<file path="src/rtl/fifo_push_arbiter.sv">
// Round-robin arbiter sharing one sync_fifo write port among NUM_REQ valid/ready requesters.
// Grants are held for at most MAX_BURST accepted words; fifo_full stalls the grant without releasing it.
module fifo_push_arbiter #(
  parameter int NUM_REQ   = 4,
  parameter int WIDTH     = 8,
  parameter int MAX_BURST = 4,
  localparam int IDW      = $clog2(NUM_REQ)
) (
  input  logic                     clk,
  input  logic                     rst_n,
  input  logic [NUM_REQ-1:0]       req_valid,
  input  logic [NUM_REQ*WIDTH-1:0] req_data,
  output logic [NUM_REQ-1:0]       req_ready,
  input  logic                     fifo_full,
  output logic                     fifo_push,
  output logic [WIDTH-1:0]         fifo_data,
  output logic [NUM_REQ-1:0]       grant,
  output logic [IDW-1:0]           grant_id,
  output logic                     busy
);

  localparam int CW = (MAX_BURST > 1) ? $clog2(MAX_BURST) : 1;
  localparam logic [CW-1:0] CNT_LAST = CW'(MAX_BURST - 1);
  localparam logic [NUM_REQ-1:0] ONE = {{(NUM_REQ-1){1'b0}}, 1'b1};

  typedef enum logic {IDLE, GRANT} state_t;

  state_t         state;
  logic [IDW-1:0] ptr;
  logic [CW-1:0]  cnt;

  logic [IDW-1:0] next_g;
  logic [IDW-1:0] base;
  logic [IDW-1:0] sel;
  logic           found;
  logic           gv;
  logic           rel;

  always_comb begin
    if (grant_id == IDW'(NUM_REQ - 1)) next_g = '0;
    else                               next_g = grant_id + 1'b1;
  end

  // On release the scan starts just past the current holder, so selection can reuse one scanner.
  assign base = (state == GRANT) ? next_g : ptr;

  always_comb begin
    int j;
    logic [IDW-1:0] cand;
    found = 1'b0;
    sel   = '0;
    j     = 0;
    cand  = '0;
    for (int k = NUM_REQ - 1; k >= 0; k--) begin
      j = int'(base) + k;
      if (j >= NUM_REQ) j = j - NUM_REQ;
      cand = IDW'(j);
      if (req_valid[cand]) begin
        found = 1'b1;
        sel   = cand;
      end
    end
  end

  assign gv        = req_valid[grant_id];
  assign fifo_data = req_data[grant_id*WIDTH +: WIDTH];
  assign fifo_push = rst_n && (state == GRANT) && gv && !fifo_full;

  always_comb begin
    req_ready = '0;
    if (rst_n && (state == GRANT) && !fifo_full) req_ready[grant_id] = 1'b1;
  end

  assign rel = (state == GRANT) && (!gv || (fifo_push && (cnt == CNT_LAST)));

  always_ff @(posedge clk) begin
    if (!rst_n) begin
      state    <= IDLE;
      ptr      <= '0;
      cnt      <= '0;
      grant    <= '0;
      grant_id <= '0;
      busy     <= 1'b0;
    end else begin
      case (state)
        IDLE: begin
          if (found) begin
            state    <= GRANT;
            grant_id <= sel;
            grant    <= ONE << sel;
            cnt      <= '0;
            busy     <= 1'b1;
          end
        end
        GRANT: begin
          if (rel) begin
            ptr <= next_g;
            if (found) begin
              grant_id <= sel;
              grant    <= ONE << sel;
              cnt      <= '0;
            end else begin
              state <= IDLE;
              grant <= '0;
              busy  <= 1'b0;
            end
          end else if (fifo_push) begin
            cnt <= cnt + 1'b1;
          end
        end
        default: state <= IDLE;
      endcase
    end
  end

endmodule

</file>
<file path="config.mk">
export PLATFORM = sky130hd
export DESIGN_NAME = fifo_push_arbiter
export DESIGN_NICKNAME = d
export VERILOG_FILES = /design/src/rtl/fifo_push_arbiter.sv
export SDC_FILE = /design/constraint.sdc
export NUM_CORES = 1
export LEC_CHECK = 0
export ABC_AREA = 1
export BUFFER_PORTS_ARGS = -buffer_cell sky130_fd_sc_hd__buf_2
export CORE_MARGIN = 1.5
export CORE_UTILIZATION = 49
export CTS_CLUSTER_SIZE = 25
export DETAILED_ROUTE_END_ITERATION = 8
export MAX_ROUTING_LAYER = met4
export PLACE_DENSITY = 0.85
export SLEW_MARGIN = 20
export SYNTH_ARGS = -nofsm -noshare
export SYNTH_HDL_FRONTEND = slang
export SYNTH_SLANG_ARGS = --single-unit
</file>
<file path="constraint.sdc">
create_clock -name clk -period 5.67 [get_ports clk]
set_clock_uncertainty 0.05 [all_clocks]
set_input_delay 0.2835 -clock clk [delete_from_list [all_inputs] [get_ports clk]]
set_output_delay 0.2835 -clock clk [all_outputs]
set_load 0.01 [all_outputs]
</file>
==> results.json <==
{
  "cts.sinks": 12,
  "syn_area_per_cell_um2": 5.84,
  "hold_viol_final": 0,
  "cts-hold-fix-buffers": 0,
  "grt_setup_unrepaired": "no",
  "r2r_slack_ns": 2.65,
  "regArea_um2": 240,
  "die_height_um": 52.3,
  "min_to": "cnt[1]$_SDFFE_PN0P_",
  "dp.cells": 283,
  "synth-seq-cells": 12,
  "via_per_inst": 5.02,
  "track_usage_pct": 25.9,
  "die_area_um2": 2740,
  "grt_max_degree": 25,
  "cts_root_buf": "clkbuf_4",
  "timing.final.crit_share_pct": 53.3,
  "peakVddDrop_uv": 351,
  "ios": 59,
  "critical_path.max_fanout": 24,
  "ant_nets": 0,
  "cts_tree": "yes",
  "core-area_um2": 2250,
  "insertedDiodeCount": 0,
  "multi_input_area_um2": 821,
  "drt_iter0_drc": 43,
  "crit_path_frequent_cell": "nand2_1",
  "status": "finished clean",
  "final_cell_mix": "58 x buf_2, 50 x nand2_1, 26 x nor2_1",
  "fillCellCount": 238,
  "relSlewSlack_pct": 51.5,
  "synth.distinct_cells": 24,
  "initial_utilization_pct": 52.8,
  "cpPeakStageDelay_ns": 0.80,
  "rr_startpoint": "grant_id[0]$_SDFFE_PN0P_",
  "cts-resized-gates": 0,
  "place.port_buffers": 58,
  "slew_violations": 0,
  "gr-total-overflow": 0,
  "holdCritStartpoint": "rst_n",
  "finalNonFillerCells": 287,
  "syn_inst": 204,
  "grt_pass1_vias": 1311,
  "syn-num-nets": 248,
  "path_cells": "inv_1, ha_1, inv_1, nand2_1, nand2_1, nand2_1, nand2_1, nand2_1, inv_2, nor2_4, nand2_4, nand2_2, inv_2, o21ai_1, a21oi_1",
  "clock_path_buffers": 2,
  "wire_per_inst_um": 10.8,
  "design_area_um2": 1510,
  "nets": 304,
  "row_count": 17,
  "ys_seq_area_share_pct": 20.2,
  "yosysWarnings": 0,
  "worstMarginPinSlew_ns": 0.727,
  "drive_above_1_share_pct": 31.7,
  "cap_violations": 0,
  "end_kind": "flip-flop",
  "clk_latency_ns": 0.28,
  "tns_ns": 0,
  "h-tree-depth": 1,
  "grt_pass1_wl_um": 5330,
  "whs_path_depth": 3,
  "critPathLaunchType": "flip-flop",
  "cp.arrival_ns": 3.14,
  "worstSetupPathType": "flip-flop to flip-flop",
  "reg2regPathDepth": 15,
  "hpwl_um": 2390,
  "syn_area_um2": 1190,
  "dr.pass1.iters": 4,
  "place_congestion": 0.967,
  "clk_pin_slew_worst_paths_ns": 0.08,
  "setup_violations": 0,
  "regToRegEndpoint": "grant_id[0]$_SDFFE_PN0P_",
  "p_leak_uw": 0.000823,
  "hp-class": "input pin to flip-flop",
  "placed_area_um2": 1480,
  "powerDensity_nw_per_um2": 568,
  "antenna_found_initial": 0,
  "worst_path_max_delay_cell": "dfxtp_1",
  "total_power_uw": 858,
  "num_vias": 1442,
  "dieWidth_um": 52.3,
  "wirelength_um": 3090,
  "final_common_cell": "buf_2",
  "fmax_ghz": 0.331,
  "critPathRequiredTime_ns": 5.79,
  "fin_crit_ns": 3.02,
  "syn2layout_area_growth_pct": 26.9,
  "route.detailed.drc": 0,
  "cts_buffers": 3,
  "postCtsSetupRepairBufs": 0
}
==> final cells by class <==
| type | count | area share [%] |
|---|---|---|
| clock buffer | 4 | 2.40 |
| inverter | 23 | 5.88 |
| multi-input combinational | 162 | 54.3 |
| sequential | 12 | 15.9 |
| tap | 28 | 2.32 |
| timing repair buffer | 58 | 19.2 |
==> worst max-delay path by stage <==
stage / start / endpoint / slack (ns) / cells after the start
finish: grant_id[0]$_SDFFE_PN0P_ / grant_id[0]$_SDFFE_PN0P_ / 2.65 / 15
global route: grant_id[0]$_SDFFE_PN0P_ / grant_id[0]$_SDFFE_PN0P_ / 2.29 / 15
CTS: grant_id[0]$_SDFFE_PN0P_ / grant_id[0]$_SDFFE_PN0P_ / 2.68 / 15
detailed placement: grant_id[0]$_SDFFE_PN0P_ / grant_id[0]$_SDFFE_PN0P_ / 2.73 / 15
global placement: grant_id[0]$_SDFFE_PN0P_ / grant_id[0]$_SDFFE_PN0P_ / 2.78 / 15
floorplan: grant_id[0]$_SDFFE_PN0P_ / grant_id[0]$_SDFFE_PN0P_ / 3.29 / 16
==> layer usage <==
layer | wire length (µm) | track usage, % | vias up
met5 | 0 | - | -
li1 | - | - | 781
met3 | 107 | 2.29 | 5
met4 | 43 | 12.8 | 0
met1 | 1440 | 31.1 | 622
met2 | 1500 | 43.3 | 34
==> registers in the layout, indices dropped and copies added, names as in the netlist <==
name      cells
ptr           2
grant         4
cnt           2
busy          1
grant_id      2
state         1
==> power by group <==
group          internal (µW)  total [µW]  switching, µW
clock                   39.1        69.3           30.2
combinational            220         633            413
sequential               113         156           43.9
==> critical path: cells and delay by family (launching register included) <==
family | cells | cell delay (ns)
DFF | 1 | 0.80
and+or+nand+nor | 8 | 0.76
AOI/OAI and AO/OA | 2 | 0.20
buffers and inverters | 4 | 0.64
adders and majority gates | 1 | 0.46
==> kinds of logic (layout without fill, tap and decap cells) <==
group	Yosys count	in the layout	share of synthesized area [%]
AO/OA/AOI/OAI	47	47	21.6
buffers and inverters	30	85	10.9
adder cells (fa/ha/maj)	5	5	5.25
XOR/XNOR	1	1	0.735
flip-flops	12	12	20.2
AND/OR/NAND/NOR	109	109	41.3
==> stage by stage <==
stage                     utilization [%]  setup WS, ns  hold WS, ns
after detailed placement             65.4          2.73        0.420
after CTS                            67.0          2.68        0.245
after global placement               65.4          2.78        0.409
after floorplan                         -          3.29        0.375
after global routing                 67.0          2.29        0.265
final                                67.0          2.65        0.247
==> synthesized netlist by cell type <==
| library cell | number | area (µm²) |
|---|---|---|
| xnor2_1 | 1 | 8.76 |
| o21ai_2 | 1 | 8.76 |
| nand2_1 | 50 | 188 |
| buf_6 | 2 | 22.5 |
| o32ai_1 | 1 | 8.76 |
| clkbuf_1 | 5 | 18.8 |
| inv_4 | 1 | 6.26 |
| o22ai_1 | 8 | 50.1 |
| inv_1 | 16 | 60.1 |
| a21oi_1 | 11 | 55.1 |
| nor2_4 | 2 | 22.5 |
| o21ai_0 | 21 | 105 |
| inv_2 | 4 | 15.0 |
| nor2_1 | 26 | 97.6 |
| nor3_1 | 1 | 5.00 |
| a211oi_1 | 2 | 15.0 |
| nand2_4 | 2 | 22.5 |
| nand3_2 | 1 | 10.0 |
| nand3_1 | 18 | 90.1 |
| dfxtp_1 | 12 | 240 |
| ha_1 | 5 | 62.6 |
| nand2_2 | 9 | 56.3 |
| o21ai_1 | 3 | 15.0 |
| clkinv_1 | 2 | 7.51 |
Power figures use the tool's default switching activity.
